## config.mk

```make
export PLATFORM = sky130hd
export DESIGN_NAME = tsi_io_conditioner
export DESIGN_NICKNAME = d
export VERILOG_FILES = /design/src/rtl/tsi_io_conditioner.sv
export SDC_FILE = /design/constraint.sdc
export NUM_CORES = 1
export LEC_CHECK = 0
export ABC_AREA = 1
export CORE_MARGIN = 2
export CORE_UTILIZATION = 45
export DETAILED_ROUTE_END_ITERATION = 10
export MAX_ROUTING_LAYER = met4
export PLACE_DENSITY = 0.8
export SKIP_CTS_REPAIR_TIMING = 1
export SYNTH_ARGS = -nofsm -noshare
export SYNTH_HDL_FRONTEND = slang
export SYNTH_SLANG_ARGS = --single-unit
```

## constraint.sdc

```tcl
create_clock -name SYS_CLK -period 2.75 [get_ports SYS_CLK]
set_input_delay 0.275 -clock SYS_CLK [delete_from_list [all_inputs] [get_ports SYS_CLK]]
set_output_delay 0.275 -clock SYS_CLK [all_outputs]
set_load 0.02 [all_outputs]
```

## src/rtl/tsi_io_conditioner.sv

```systemverilog
// rtl/tsi_io_conditioner.sv - board I/O conditioning between FPGA pins and the emulated core
//
// Purpose: synchronises asynchronous board inputs, debounces switches, stretches
// reset and registers outputs with defined idle values, all in one clock domain.
//
// Optional feature macro: TSI_SW_DEBOUNCE_EN
//   defined   - per-bit switch debouncer honouring DEBOUNCE_CYCLES
//   undefined - synchronised switch value passes straight to o_SW
//
// Ports:
//   SYS_CLK   in   1          system clock (only clock)
//   SYS_RST   in   1          synchronous active-high reset for the whole block
//   i_RX      in   1          asynchronous UART RX pin
//   i_SW      in   SW_WIDTH   asynchronous switch pins
//   i_TX      in   1          core TX bit
//   i_LED     in   LED_WIDTH  core LED value
//   o_RST     out  1          stretched reset to the core
//   o_RX      out  1          synchronised RX
//   o_SW      out  SW_WIDTH   conditioned switch value
//   o_SW_CHG  out  SW_WIDTH   one-cycle per-bit pulse when an o_SW bit changes
//   o_TX      out  1          registered TX pin (idles at mark = 1)
//   o_LED     out  LED_WIDTH  registered LED pins

module tsi_io_conditioner #(
  parameter int SW_WIDTH        = 8,
  parameter int LED_WIDTH       = 16,
  parameter int SYNC_STAGES     = 2,
  parameter int DEBOUNCE_CYCLES = 500000,
  parameter int RST_HOLD        = 16
) (
  input  logic                 SYS_CLK,
  input  logic                 SYS_RST,
  input  logic                 i_RX,
  input  logic [SW_WIDTH-1:0]  i_SW,
  input  logic                 i_TX,
  input  logic [LED_WIDTH-1:0] i_LED,
  output logic                 o_RST,
  output logic                 o_RX,
  output logic [SW_WIDTH-1:0]  o_SW,
  output logic [SW_WIDTH-1:0]  o_SW_CHG,
  output logic                 o_TX,
  output logic [LED_WIDTH-1:0] o_LED
);

  // Parameter sanity, caught at elaboration.
  if (SW_WIDTH < 1) begin : g_bad_sw_width
    $error("SW_WIDTH must be >= 1");
  end
  if (LED_WIDTH < 1) begin : g_bad_led_width
    $error("LED_WIDTH must be >= 1");
  end
  if (SYNC_STAGES < 2) begin : g_bad_sync_stages
    $error("SYNC_STAGES must be >= 2");
  end
  if (DEBOUNCE_CYCLES < 1) begin : g_bad_debounce
    $error("DEBOUNCE_CYCLES must be >= 1");
  end
  if (RST_HOLD < 0) begin : g_bad_rst_hold
    $error("RST_HOLD must be >= 0");
  end

  // ---------------------------------------------------------------------------
  // Reset stretcher. RST_HOLD=0 would need a zero-width counter; one bit that
  // always reloads to 0 gives the same one-cycle-delayed behaviour.
  // ---------------------------------------------------------------------------
  localparam int RST_CW = (RST_HOLD > 0) ? $clog2(RST_HOLD + 1) : 1;

  logic [RST_CW-1:0] rst_cnt;

  always_ff @(posedge SYS_CLK) begin
    if (SYS_RST) begin
      rst_cnt <= RST_CW'(RST_HOLD);
      o_RST   <= 1'b1;
    end else if (rst_cnt != '0) begin
      rst_cnt <= rst_cnt - 1'b1;
      o_RST   <= 1'b1;
    end else begin
      o_RST   <= 1'b0;
    end
  end

  // ---------------------------------------------------------------------------
  // RX synchroniser. Stages reset to 1 so the core sees an idle line.
  // ---------------------------------------------------------------------------
  logic [SYNC_STAGES-1:0] rx_sync;

  always_ff @(posedge SYS_CLK) begin
    if (SYS_RST) begin
      rx_sync <= '1;
    end else begin
      rx_sync <= {rx_sync[SYNC_STAGES-2:0], i_RX};
    end
  end

  assign o_RX = rx_sync[SYNC_STAGES-1];

  // ---------------------------------------------------------------------------
  // Switch synchronisers, one chain per bit packed side by side.
  // ---------------------------------------------------------------------------
  logic [SW_WIDTH-1:0] sw_sync [SYNC_STAGES];
  logic [SW_WIDTH-1:0] sw_s;

  always_ff @(posedge SYS_CLK) begin
    if (SYS_RST) begin
      for (int i = 0; i < SYNC_STAGES; i++) begin
        sw_sync[i] <= '0;
      end
    end else begin
      sw_sync[0] <= i_SW;
      for (int i = 1; i < SYNC_STAGES; i++) begin
        sw_sync[i] <= sw_sync[i-1];
      end
    end
  end

  assign sw_s = sw_sync[SYNC_STAGES-1];

  // ---------------------------------------------------------------------------
  // Switch conditioning: sw_next is the value o_SW takes at the next edge.
  // ---------------------------------------------------------------------------
  logic [SW_WIDTH-1:0] sw_next;

`ifdef TSI_SW_DEBOUNCE_EN
  localparam int DB_CW = (DEBOUNCE_CYCLES > 1) ? $clog2(DEBOUNCE_CYCLES) : 1;
  localparam logic [DB_CW-1:0] DB_LAST = DB_CW'(DEBOUNCE_CYCLES - 1);

  logic [DB_CW-1:0] db_cnt      [SW_WIDTH];
  logic [DB_CW-1:0] db_cnt_next [SW_WIDTH];

  // A bit is accepted only after it has disagreed with o_SW for
  // DEBOUNCE_CYCLES consecutive cycles; any agreement restarts the count.
  always_comb begin
    sw_next = o_SW;
    for (int b = 0; b < SW_WIDTH; b++) begin
      db_cnt_next[b] = db_cnt[b];
      if (sw_s[b] == o_SW[b]) begin
        db_cnt_next[b] = '0;
      end else if (db_cnt[b] == DB_LAST) begin
        sw_next[b]     = sw_s[b];
        db_cnt_next[b] = '0;
      end else begin
        db_cnt_next[b] = db_cnt[b] + 1'b1;
      end
    end
  end

  always_ff @(posedge SYS_CLK) begin
    if (SYS_RST) begin
      for (int b = 0; b < SW_WIDTH; b++) begin
        db_cnt[b] <= '0;
      end
    end else begin
      for (int b = 0; b < SW_WIDTH; b++) begin
        db_cnt[b] <= db_cnt_next[b];
      end
    end
  end
`else
  assign sw_next = sw_s;
`endif

  // Change pulse is registered alongside o_SW so both show up in the same cycle.
  always_ff @(posedge SYS_CLK) begin
    if (SYS_RST) begin
      o_SW     <= '0;
      o_SW_CHG <= '0;
    end else begin
      o_SW     <= sw_next;
      o_SW_CHG <= sw_next ^ o_SW;
    end
  end

  // ---------------------------------------------------------------------------
  // Output registers with idle values: TX at mark, LEDs off.
  // ---------------------------------------------------------------------------
  always_ff @(posedge SYS_CLK) begin
    if (SYS_RST) begin
      o_TX  <= 1'b1;
      o_LED <= '0;
    end else begin
      o_TX  <= i_TX;
      o_LED <= i_LED;
    end
  end

endmodule

```

Yosys cells after proc, flatten, opt, wreduce, memory -nomap -nowiden
Memory sizes are Yosys's and may differ from the RTL's.
Cells that the tools add are included.
- register bits after elaboration: 41
- RAM bits: 16
- input bits: 28
- word-level logic and storage cells: 19
- memories: 1
- memory list (memory ; depth ; width ; read ports ; clocked after memory_dff ; wr ports ; RTL line ; source):
    sw_sync ; 2 ; 8 ; 2 ; 0 ; 2 ; 100 ; logic [SW_WIDTH-1:0] sw_sync [SYNC_STAGES];
- add/sub/neg operators: 1
- mux-type cells: 6
- bitwise logic cells: 3
- reduce and logical (&&, ||, !) cells: 1
- operators by type and width (kind ; number):
    8-bit 2-to-1 mux ; 2
    8-bit XOR ; 1
    5-bit nonzero test ; 1
    5-bit by 1-bit subtractor with 5-bit output, second input constant ; 1
    1-bit 2-to-1 mux ; 4
    1-bit OR ; 2

Depth between registers and ports, before layout
- depth in word-level cells: 3
- depth in mapped cells: 7
- gate-level depth less buffers: 7

Least setup slack after synthesis
No wires, ideal clock.
- kind: reg-to-reg
- from: register rst_cnt[0]
- to: register rst_cnt[4]
- arrival time: 950 ps
- data required time: 2635 ps
- path slack: 1686 ps
- stages on the path, launching flop included: 8
- buffers on the path: 0
- cell sequence: dfxtp_1 > inv_1 > ha_1 > inv_1 > nor2_1 > nand2_2 > nand3_1 > nand2_1
- longest elaborated chain between the ends: 1
- elaborated cells between the ends (all ways): 2
- classes of those cells: add/sub: 1; reduce/logical: 1
- RTL lines (item ; RTL line ; source):
    start: declaration ; 68 ; logic [RST_CW-1:0] rst_cnt;
    start signal: assignment ; 72 ; rst_cnt <= RST_CW'(RST_HOLD);
    start signal: assignment ; 75 ; rst_cnt <= rst_cnt - 1'b1;
    5-bit by 1-bit subtractor with 5-bit output or 5-bit nonzero test (tied branches) ; 75, 74 ;
Several ways; a longest one is shown, not always the timed one.
A chain may end at the register's enable or synchronous reset.

Worst setup path in the final report
- from: register o_SW[4]
- to: output port o_SW[4]
- RTL lines (item ; RTL line ; source):
    start: declaration ; 39 ; output logic [SW_WIDTH-1:0] o_SW,
    start signal: assignment ; 168 ; o_SW <= sw_next;
No word-level cell between the ends.

==> flow_summary.yaml <==
yosys:
  syn-instance-count: 194
  ys_seq_area_share_pct: 64.4
  synthAdderAreaFrac_pct: 1.41
  synth-simple-area-share_pct: 17.3
  synth_top_family_by_area: "simple AND/OR/NAND/NOR gates"
  synth-seq-cells: 57
  syn-num-nets: 224
  synth_compound_area_share_pct: 0.565
  synth_area_per_cell_um2: 9.13
  yosys_warnings: 0
  ys_types: 17
  synth_xor_area_share_pct: 3.95
  synth_area_mm2: 0.00177
  synthMuxAreaShare_pct: 0
power_and_ir_drop:
  powerDensity_mw_per_mm2: 819
  p_sw_share_pct: 23.4
  p_int_mw: 1.67
  total_power_mw: 2.18
  peakVddDrop_v: 0.000370
  pwr-share-comb_pct: 14.1
  p_seq_share_pct: 42.8
  switchingPower_mw: 0.509
  pwr-share-clk_pct: 43.1
  p_leak_nw: 1.20
finish:
  post-route-util_pct: 71.5
  fill_cells: 293
  n_antenna_cell: 0
  multi_input_area_um2: 412
  layout-drive-gt1-share_pct: 7.87
  fin_nets: 292
  fin_cells: 315
  seqCellArea_mm2: 0.00114
  areaGrowthSynthToFinish_pct: 49.9
drt:
  num_vias: 1265
  postRouteAntennaNets: 0
  routed-wl-met2_um: 1510
  drt_wl_total_um: 3050
  viasPerCell: 4.02
  drc: 0
  wire_per_inst_um: 9.67
  dr.max_layer_used: "met4"
  met3WireLength_um: 177
  drtIter0Drc: 52
  wl_met1_um: 1270
  dr.pass1.iters: 4
floorplanning:
  die_area_mm2: 0.00445
  dieHeight_um: 66.7
  die_width_um: 66.7
  coreArea_mm2: 0.00372
  ios: 63
  initial_core_util_pct: 47.7
  rows: 22
timing:
  setup_viol: 0
  tightest_slew_ns: 0.363
  max_freq_mhz: 638
  final-max-slew-violation-count: 0
  fin_skew_ns: 0.00623
  tns_ns: 0
  final.min_clock_period_ns: 1.57
  hold_violations: 0
  slew_headroom_pct: 75.8
  period_share_pct: 57.0
  rsz0062_at_grt: "no"
  timing.final.ws_setup_ns: 1.18
global_routing:
  grt_util_all_layers_pct: 15.8
  grt_max_degree: 33
  grt_pass1_vias: 1177
  grt_first_pass_wirelength_um: 4930
  antenna_found_initial: 0
  overflow: 0
min_path:
  hold_class: "in2reg"
  hold_depth: 2
setup_path:
  crit_fanout: 2
  cp-startpoint: "o_SW[4]"
  crit_arrival_ns: 1.29
  rr_worst_depth: 7
  cpLargestDelayFamily: "buffers and inverters"
  slowest_stage: "clkdlybuf4s50_1"
  cpPeakStageDelay_ns: 0.61
  required_ns: 2.48
  rr_startpoint: "rst_cnt[0]"
  cp.depth: 1
  reg2reg_setup_slack_ns: 1.56
  end_kind: "primary output"
  cp_num_buf_inv: 1
  crit_type: "reg2out"
  cp-start-kind: "register"
  crit_end: "o_SW[4]"
  cp_cell_sequence: "clkdlybuf4s50_1"
  r2r_end: "o_RST"
status:
  run_status: "finished clean"
clock_tree:
  cts_made_buffers: 9
  worstSkewPairLatency_ns: 0.32
  cts_tree: "done"
  cts_max_path_buffers: 2
  htree_levels: 3
  clk_pin_slew_worst_paths_ns: 0.06
  cts.sinks: 57
  root_buffer: "clkbuf_8"
placed_design:
  port_buffers: 62
  place_congestion: 0.704
  dpl.cell_count: 299
  dpl.hpwl_um: 2210
  pre_cts_ws_ns: 1.52
job:
  maxCapViolCount: 0
power groups by stage:
stage	Clock [mW]	Sequential, mW	Combinational [mW]
finish	0.939	0.931	0.306
global route	0.995	0.938	0.347
CTS	0.950	0.931	0.309
detailed placement	0	0.949	0.308
global placement	0	0.946	0.296
floorplan	0	0.973	0.169
cells by family after synthesis:
kind of cell | count (synthesis)
AO/OA/AOI/OAI | 2
XOR/XNOR | 8
adder cells (fa/ha/maj) | 2
buffers and inverters | 53
flip-flops | 57
AND/OR/NAND/NOR | 72
synthesized netlist by cell type, drive strengths merged:
library cell | count | area share, %
ha | 2 | 1.4
nor2 | 51 | 11
inv | 47 | 10
nand4 | 3 | 1.1
nand3b | 1 | 0.42
nand3 | 4 | 1.1
dfxtp | 57 | 64
buf | 6 | 2.4
nand2 | 10 | 2.4
o21ai | 1 | 0.28
xnor2 | 8 | 4.0
a21oi | 1 | 0.28
or2 | 3 | 1.1
how the worst min path moves through the flow:
| stage | from | slack, ns | end |
|---|---|---|---|
| after floorplan | i_TX | 0.37 | o_TX |
| after global placement | rx_sync[0] | 0.39 | rx_sync[1] |
| after detailed placement | sw_sync[0][1] | 0.39 | sw_sync[0][9] |
| after CTS | SYS_RST | 0.34 | o_SW[1] |
| after global routing | SYS_RST | 0.37 | o_SW[3] |
| final | SYS_RST | 0.34 | o_SW[1] |
per-stage QoR:
stage / area [µm²] / hold slack, ns
finish: 2660 / 0.340
global route: 2660 / 0.370
CTS: 2660 / 0.341
detailed placement: 2410 / 0.394
global placement: 2410 / 0.386
floorplan: 1770 / 0.372
flip-flops by register name, indices dropped and copies added, names as in the netlist:
name,flops
o_LED,16
o_RST,1
o_SW,8
o_SW_CHG,8
o_TX,1
rst_cnt,5
rx_sync,2
sw_sync,16
area by class of cell:
class | instances | share of cell area, %
Multi-Input combinational cell | 84 | 15.5
Clock buffer | 11 | 5.32
Clock inverter | 5 | 3.86
Inverter | 47 | 6.64
Timing Repair Buffer | 63 | 23.5
Tap cell | 48 | 2.26
Sequential cell | 57 | 43.0
routing by layer:
| layer | global-route usage (%) | up-vias |
|---|---|---|
| li1 | - | 684 |
| met1 | 16.5 | 535 |
| met2 | 25.4 | 37 |
| met3 | 4.56 | 9 |
| met4 | 11.5 | 0 |
| met5 | - | - |
cells in the final DEF (no fill, tap or decap), drive strengths merged, types with 2 or more instances in the layout:
| cell type | instances |
|---|---|
| dfxtp | 57 |
| nand3 | 4 |
| nand2 | 10 |
| or2 | 3 |
| clkdlybuf4s50 | 61 |
| nor2 | 51 |
| clkbuf | 11 |
| buf | 2 |
| bufinv | 3 |
| nand4 | 3 |
| ha | 2 |
| xnor2 | 8 |
| inv | 47 |
Note: power is estimated with default switching activity, not from simulation.
